**src/rtl/net_switch_pkg.sv**
```systemverilog
// Shared constants and routing helpers for the flattened-network crossbar.
// Port k answers to destination ID (1<<k); anything else is unroutable.
package net_switch_pkg;

  localparam int DROP_CNT_W = 16;
  localparam int STATS_W    = 32;
  localparam int MAX_PORTS  = 16;
  localparam int MAX_ID_W   = 64;

  function automatic logic [MAX_ID_W-1:0] id_of(input int k);
    return MAX_ID_W'(1) << k;
  endfunction

  // One-hot output select; all-zero means the ID matches no port.
  function automatic logic [MAX_PORTS-1:0] route_decode(input logic [MAX_ID_W-1:0] id,
                                                        input int num_ports);
    logic [MAX_PORTS-1:0] oh;
    oh = '0;
    for (int j = 0; j < MAX_PORTS; j++) begin
      if (j < num_ports && id == id_of(j)) oh[j] = 1'b1;
    end
    return oh;
  endfunction

endpackage

```
**src/rtl/net_switch_fifo.sv**
```systemverilog
// Per-input packet FIFO: extra-MSB pointers, combinational head, async active-low reset.
// Push while full and pop while empty are ignored.
module net_switch_fifo
  import net_switch_pkg::*;
#(
  parameter int PACKET_W_P   = 64,
  parameter int FIFO_DEPTH_P = 4
) (
  input  logic                  clk,
  input  logic                  reset,
  input  logic                  i_push,
  input  logic [PACKET_W_P-1:0] i_data,
  input  logic                  i_pop,
  output logic [PACKET_W_P-1:0] o_data,
  output logic                  o_full,
  output logic                  o_empty
);

  localparam int AW = $clog2(FIFO_DEPTH_P);

  logic [AW:0]           r_wr_ptr;
  logic [AW:0]           r_rd_ptr;
  logic [PACKET_W_P-1:0] r_mem [FIFO_DEPTH_P];
  logic                  w_wr;
  logic                  w_rd;

  assign o_empty = (r_wr_ptr == r_rd_ptr);
  assign o_full  = (r_wr_ptr[AW] != r_rd_ptr[AW]) && (r_wr_ptr[AW-1:0] == r_rd_ptr[AW-1:0]);
  assign w_wr    = i_push && !o_full;
  assign w_rd    = i_pop && !o_empty;
  assign o_data  = r_mem[r_rd_ptr[AW-1:0]];

  always_ff @(posedge clk or negedge reset) begin
    if (!reset) begin
      r_wr_ptr <= '0;
      r_rd_ptr <= '0;
    end else begin
      if (w_wr) r_wr_ptr <= r_wr_ptr + 1'b1;
      if (w_rd) r_rd_ptr <= r_rd_ptr + 1'b1;
    end
  end

  // Storage needs no reset: the pointers alone define what is valid.
  always_ff @(posedge clk) begin
    if (w_wr) r_mem[r_wr_ptr[AW-1:0]] <= i_data;
  end

endmodule

```
**src/rtl/net_switch_flattened.sv**
```systemverilog
// N-port crossbar: per-input FIFOs, destination-ID routing, per-output round-robin, registered outputs.
// Define NET_SWITCH_STATS_EN to build per-output forwarded-packet counters on stats_flat_o.
module net_switch_flattened
  import net_switch_pkg::*;
#(
  parameter int NUM_PORTS_P  = 4,
  parameter int PACKET_W_P   = 64,
  parameter int ID_W_P       = 10,
  parameter int ID_LSB_P     = 0,
  parameter int FIFO_DEPTH_P = 4
) (
  input  logic                              clk,
  input  logic                              reset,
  input  logic [NUM_PORTS_P*PACKET_W_P-1:0] packet_flat_i,
  input  logic [NUM_PORTS_P-1:0]            valid_i,
  output logic [NUM_PORTS_P-1:0]            ready_o,
  output logic [NUM_PORTS_P*PACKET_W_P-1:0] packet_flat_o,
  output logic [NUM_PORTS_P-1:0]            valid_o,
  input  logic [NUM_PORTS_P-1:0]            ready_i,
  output logic                              drop_o,
  output logic [DROP_CNT_W-1:0]             drop_count_o,
  output logic [NUM_PORTS_P*STATS_W-1:0]    stats_flat_o
);

  localparam int PTR_W = $clog2(NUM_PORTS_P);

  logic                   r_ready_en;
  logic [NUM_PORTS_P-1:0] w_full;
  logic [NUM_PORTS_P-1:0] w_empty;
  logic [NUM_PORTS_P-1:0] w_push;
  logic [NUM_PORTS_P-1:0] w_pop;
  logic [NUM_PORTS_P-1:0] w_unroute;
  logic [NUM_PORTS_P-1:0] w_loadable;
  logic [NUM_PORTS_P-1:0] w_gvalid;
  logic [PACKET_W_P-1:0]  w_head  [NUM_PORTS_P];
  logic [NUM_PORTS_P-1:0] w_route [NUM_PORTS_P];  // [input][output]
  logic [NUM_PORTS_P-1:0] w_grant [NUM_PORTS_P];  // [output][input]
  logic [PTR_W-1:0]       w_gidx  [NUM_PORTS_P];
  logic [PTR_W-1:0]       r_ptr   [NUM_PORTS_P];
  logic [NUM_PORTS_P-1:0] r_valid;
  logic [PACKET_W_P-1:0]  r_data  [NUM_PORTS_P];
  logic [DROP_CNT_W-1:0]  r_drop_cnt;

  function automatic logic [PTR_W-1:0] wrap_add(input logic [PTR_W-1:0] base, input int off);
    int s;
    s = int'(base) + off;
    if (s >= NUM_PORTS_P) s = s - NUM_PORTS_P;
    return PTR_W'(s);
  endfunction

  // Holds ready_o low until the first edge after reset release.
  always_ff @(posedge clk or negedge reset) begin
    if (!reset) r_ready_en <= 1'b0;
    else        r_ready_en <= 1'b1;
  end

  assign ready_o = {NUM_PORTS_P{r_ready_en}} & ~w_full;
  assign w_push  = valid_i & ready_o;

  for (genvar k = 0; k < NUM_PORTS_P; k++) begin : g_in
    logic [MAX_PORTS-1:0] w_dec;

    net_switch_fifo #(
      .PACKET_W_P   (PACKET_W_P),
      .FIFO_DEPTH_P (FIFO_DEPTH_P)
    ) u_fifo (
      .clk     (clk),
      .reset   (reset),
      .i_push  (w_push[k]),
      .i_data  (packet_flat_i[k*PACKET_W_P +: PACKET_W_P]),
      .i_pop   (w_pop[k]),
      .o_data  (w_head[k]),
      .o_full  (w_full[k]),
      .o_empty (w_empty[k])
    );

    assign w_dec        = route_decode(MAX_ID_W'(w_head[k][ID_LSB_P +: ID_W_P]), NUM_PORTS_P);
    assign w_route[k]   = w_empty[k] ? '0 : w_dec[NUM_PORTS_P-1:0];
    assign w_unroute[k] = !w_empty[k] && (w_dec == '0);
  end

  assign w_loadable = ~r_valid | ready_i;

  // Round-robin: first requester at or above r_ptr[j], wrapping.
  always_comb begin
    for (int j = 0; j < NUM_PORTS_P; j++) begin
      w_grant[j]  = '0;
      w_gidx[j]   = '0;
      w_gvalid[j] = 1'b0;
      for (int off = 0; off < NUM_PORTS_P; off++) begin
        if (w_loadable[j] && !w_gvalid[j] && w_route[wrap_add(r_ptr[j], off)][j]) begin
          w_gidx[j]   = wrap_add(r_ptr[j], off);
          w_gvalid[j] = 1'b1;
        end
      end
      if (w_gvalid[j]) w_grant[j][w_gidx[j]] = 1'b1;
    end
  end

  always_comb begin
    w_pop = w_unroute;
    for (int j = 0; j < NUM_PORTS_P; j++) begin
      w_pop = w_pop | w_grant[j];
    end
  end

  always_ff @(posedge clk or negedge reset) begin
    if (!reset) begin
      r_valid <= '0;
      for (int j = 0; j < NUM_PORTS_P; j++) begin
        r_data[j] <= '0;
        r_ptr[j]  <= '0;
      end
    end else begin
      for (int j = 0; j < NUM_PORTS_P; j++) begin
        if (w_gvalid[j]) begin
          r_valid[j] <= 1'b1;
          r_data[j]  <= w_head[w_gidx[j]];
          r_ptr[j]   <= (w_gidx[j] == PTR_W'(NUM_PORTS_P-1)) ? '0 : w_gidx[j] + 1'b1;
        end else if (ready_i[j]) begin
          r_valid[j] <= 1'b0;
        end
      end
    end
  end

  for (genvar j = 0; j < NUM_PORTS_P; j++) begin : g_out
    assign packet_flat_o[j*PACKET_W_P +: PACKET_W_P] = r_data[j];
  end
  assign valid_o = r_valid;

  // Simultaneous drops on several inputs count as a single event.
  assign drop_o = |w_unroute;

  always_ff @(posedge clk or negedge reset) begin
    if (!reset)                           r_drop_cnt <= '0;
    else if (drop_o && r_drop_cnt != '1)  r_drop_cnt <= r_drop_cnt + 1'b1;
  end
  assign drop_count_o = r_drop_cnt;

`ifdef NET_SWITCH_STATS_EN
  logic [STATS_W-1:0] r_stats [NUM_PORTS_P];

  always_ff @(posedge clk or negedge reset) begin
    if (!reset) begin
      for (int j = 0; j < NUM_PORTS_P; j++) r_stats[j] <= '0;
    end else begin
      for (int j = 0; j < NUM_PORTS_P; j++) begin
        if (r_valid[j] && ready_i[j]) r_stats[j] <= r_stats[j] + 1'b1;
      end
    end
  end

  for (genvar j = 0; j < NUM_PORTS_P; j++) begin : g_stats
    assign stats_flat_o[j*STATS_W +: STATS_W] = r_stats[j];
  end
`else
  assign stats_flat_o = '0;
`endif

endmodule

```
**config.mk**
```make
export PLATFORM = sky130hd
export DESIGN_NAME = net_switch_flattened
export DESIGN_NICKNAME = d
export VERILOG_FILES = /design/src/rtl/net_switch_pkg.sv /design/src/rtl/net_switch_fifo.sv /design/src/rtl/net_switch_flattened.sv
export SDC_FILE = /design/constraint.sdc
export NUM_CORES = 2
export LEC_CHECK = 0
export CAP_MARGIN = 25
export CORE_ASPECT_RATIO = 1.1
export CORE_MARGIN = 4
export CORE_UTILIZATION = 40
export CTS_BUF_LIST = sky130_fd_sc_hd__clkbuf_8
export CTS_CLUSTER_SIZE = 12
export DETAILED_ROUTE_END_ITERATION = 8
export GPL_TIMING_DRIVEN = 0
export SYNTH_ARGS = -nofsm -noshare
export SYNTH_HDL_FRONTEND = slang
export SYNTH_SLANG_ARGS = --single-unit
```
**constraint.sdc**
```tcl
create_clock -name clk -period 4.5 [get_ports clk]
set_input_delay 0.45 -clock clk [delete_from_list [all_inputs] [get_ports clk]]
set_output_delay 0.45 -clock clk [all_outputs]
set_load 0.1 [all_outputs]
```
==> key figures <==
Placement
  – Placed Instance Area: 0.0695 sq mm
  – Post-detail-place hpwl: between 150000 and 200000 microns
  – Port buffer count: roughly 550
  – GP Congestion: approximately 0.94

Synthesis
  – Top post-synthesis cells by area: edfxtp_1 (54%), dfrtp_1 (14%), mux4_2 (9.2%)
  – Share of the synthesized area in the top cell type: 54.0%
  – Netlist Area Pre-Place: 0.0569 sq mm
  – Synth cell types: 81
  – Syn. warnings: 0
  – Syn avg cell area: 16.8 sq um
  – Synth top cells by count: edfxtp_1 (1024), dfrtp_1 (309), mux2i_1 (293)
  – EDFF count, synth: 1024
  – Top cell type by total area after synthesis: edfxtp_1
  – Flops & latches, synth: 1333
  – Top_reg_cell synth: edfxtp_1
  – Sequential fraction of the synthesis area: 67.6%
  – Count leader, synth: edfxtp_1
  – Ys async rst share: 23.2%
  – Syn Inst Count: 3398

Routing
  – Vias per Instance: roughly 5.7
  – DR DRC count: 0
  – Initial drt markers: 3864
  – Via count: ~37000
  – ANT nets after route: 0
  – DRT Pass-1 Iters: 5
  – WL final: approximately 210000 microns
  – DR WL/cell: 31.7 microns

Global routing
  – Met3 usage: 8.62%
  – GR peak layer: met2
  – M2 GR Usage: 43.3%
  – Routing usage on met1: 35.1%
  – GRT Total Usage: 27.6%
  – Largest net degree at the start of global routing: 112
  – Grt total ovfl: 0
  – Vias in the first global route: between 30000 and 40000
  – Global-route wire length before repair: 288000 microns
  – Initial antenna violation count: 30

Worst hold path
  – Cell count of the worst hold path: 1
  – Hold path start: packet_flat_i[15]
  – Hold Path Sink: g_in[0].u_fifo.r_mem[3][15]
  – Worst min-delay path class: input pin to flip-flop

Clock network
  – Clock sinks: 1333
  – Clk root buf: clkbuf_8
  – CTS Buf Count: 216
  – H-tree depth: 4
  – TritonCTS clock tree: done
  – Worst-path clk slew: 70 ps
  – Max clock buf depth: 3
  – Clk Latency, worst-skew pair: roughly 1000 ps

Final layout
  – Fraction of layout cells with a size suffix above 1: 24.1%
  – Finished Cell Area: 0.0747 sq mm
  – Nets: between 4000 and 5000
  – Synth-to-Final Area Change: 31.1%

STA
  – Rel. slew slack: 24.8%
  – Slew @ Worst Pin: 1130 ps
  – Period utilisation layout: 99.6%
  – Final setup vio count: 0
  – Max Clk Rate: 223 MHz
  – Layout Skew: between 50 and 60 ps
  – Fin Hold WS: 107 ps
  – Minimum clock period after layout: 4480 ps
  – Max Slew Vio Count: 0
  – Final hold viol count: 0

Run status
  – Status: complete, no violations

Die
  – Core ar.: about 0.14 sq mm
  – DIE AREA: 0.148 sq mm
  – # rows: 144
  – Die Y: 404 microns
  – Top Ports: 675
  – Initial Util: approximately two fifths
  – Die X: between 300 and 400 microns

Power and ir drop
  – Clock power frac: 19.0%
  – P_int: 30800 uW
  – Combinational power share: approximately half
  – Seq pwr share: 30.8%
  – Sw power: 24500 uW
  – P_leak: 0.0268 uW
  – Highest ir drop seen on vdd: 0.976 mV
  – PwrDens: 741 mW/mm^2
  – Sw Share: 44.3%

Setup path
  – Cells along the critical path: buf_6, mux4_2, or2_2, nor3_1, nand4_1, or4_1, o31ai_1, a32o_1, inv_2, ha_1, a32oi_2, nand3_2, o21ai_4, mux2_2
  – Worst Path Max Fanout: 10
  – Worst R2R Setup Slack: roughly 17 ps
  – CP max-delay cell: mux4_2
  – Arr. time, crit path: 5330 ps
  – Startpoint types: flip-flop
  – CP Data Required Time: around 5400 ps
  – Top delay family on crit path: simple AND/OR/NAND/NOR gates
  – Critical path class: flip-flop to flip-flop
  – Critical path endpoint category: flip-flop
  – RR Endpoint: g_in[1].u_fifo.r_rd_ptr[1]
  – Worst reg2reg startpoint: g_in[3].u_fifo.r_rd_ptr[0]
  – Max stage delay on crit path: between 500 and 600 ps
  – Crit path launch: g_in[3].u_fifo.r_rd_ptr[0]
  – Buffers and inverters on the worst path: 2
  – R2R cell count: 14

Flow run
  – Max-Cap Viols: 0
[cell usage in the layout (no fill, tap or decap), types with 16 or more instances in the layout]
| cell type | Yosys | layout |
|---|---|---|
| o21ai_1 | 23 | 24 |
| nand3_1 | 48 | 41 |
| a211oi_1 | 112 | 111 |
| edfxtp_1 | 1024 | 1024 |
| nand4_1 | 18 | 18 |
| clkdlybuf4s50_1 | 0 | 544 |
| buf_4 | 141 | 173 |
| mux2_2 | 119 | 119 |
| clkbuf_8 | 0 | 233 |
| xnor2_1 | 27 | 27 |
| clkbuf_1 | 129 | 117 |
| buf_2 | 62 | 54 |
| and3_1 | 80 | 61 |
| mux2i_1 | 293 | 293 |
| mux4_2 | 233 | 234 |
| nand2_1 | 143 | 140 |
| a22oi_1 | 40 | 38 |
| ha_1 | 37 | 37 |
| a221o_1 | 28 | 28 |
| and2_1 | 37 | 37 |
| o311ai_0 | 19 | 19 |
| nor2_1 | 100 | 97 |
| dfrtp_1 | 309 | 308 |
| o21ai_0 | 52 | 48 |
| and3_4 | 1 | 17 |
| buf_16 | 0 | 149 |
| nor3_1 | 39 | 37 |
| inv_1 | 26 | 113 |
| conb_1 | 2 | 129 |
| o221ai_1 | 54 | 54 |
| a21oi_1 | 17 | 16 |
| xor2_1 | 18 | 18 |
| clkinv_1 | 0 | 32 |
| clkinv_2 | 0 | 20 |
[metrics by stage]
step / TNS [ps] / worst slack [ps] / utilization, % / total power, uW / cells
3_5_place_dp: -154710 / -1680 / 49.4 / 44400 / 6121
5_1_grt: -4.23 / -3.80 / 53.0 / 57100 / 6564
6_report: 0 / 16.6 / 53.1 / 55300 / 6576
4_1_cts: -9.89 / -9.89 / 52.8 / 55200 / 6540
2_1_floorplan: 0 / 143 / - / 32200 / 3525
3_3_place_gp: -4101310 / -12210 / 46.4 / 40800 / 5969
[layer usage]
layer  share of wire, %  routed length, microns
met1                 38                   78800
met2                 46                   96200
met3                 10                   21600
met4                5.7                   11800
met5               0.12                     247
[registers in the layout, indices dropped and copies added, names as in the netlist]
signal,cells
packet_flat_o,256
g_in.u_fifo.r_rd_ptr,12
drop_count_o,16
g_in.u_fifo.r_wr_ptr,12
valid_o,4
g_in.u_fifo.r_mem,1024
r_ptr,8
r_ready_en,1
[how the worst max path moves through the flow]
stage | to | slack, ps | cells after the start
floorplan | g_in[3].u_fifo.r_mem[3][0] | 140 | 4
global placement | packet_flat_o[88] | -12210 | 1
detailed placement | g_in[1].u_fifo.r_rd_ptr[1] | -1680 | 15
CTS | g_in[0].u_fifo.r_rd_ptr[1] | -10 | 15
global route | g_in[2].u_fifo.r_rd_ptr[1] | -4 | 14
finish | g_in[1].u_fifo.r_rd_ptr[1] | 20 | 14
[area by class of cell]
type | instances | area [sq um]
fill | 11500 | 66100
clock buffer | 230 | 3170
sequential | 1333 | 38500
timing repair buffer | 749 | 10100
tap | 1898 | 2370
multi-input combinational | 1825 | 17300
antenna | 14 | 35.0
buffer | 335 | 1950
inverter | 26 | 97.6
clock inverter | 166 | 1090
[logic make-up after synthesis]
logic type                 count (synthesis)  synth area share, %
other                                      2               0.0132
DFF                                     1333                 67.6
AOI/OAI and AO/OA                        419                 5.62
muxes                                    647                 16.8
adders and majority gates                 37                0.813
buffers and inverters                    367                 3.52
and+or+nand+nor                          548                 4.97
xor gates and xnor gates                  45                0.692
[timing repair]
item | CTS | global route
resized for setup | 77 | 35
endpoints found under the hold margin | 130 | 0
hold buffers | 3 | 0
gates cloned | 1 | 0
buffers inserted | 23 | 16
pin swaps | 16 | 11
setup endpoints to repair | 272 | 145
[power groups by stage]
| stage | Sequential (uW) | Clock (uW) | Combinational, uW |
|---|---|---|---|
| after global placement | 17300 | 0 | 23500 |
| after global routing | 17200 | 11300 | 28600 |
| final | 17000 | 10500 | 27800 |
| after CTS | 16900 | 10700 | 27600 |
| after floorplan | 23400 | 0 | 8780 |
| after detailed placement | 17100 | 0 | 27200 |
(Power assumes the default switching activity.)
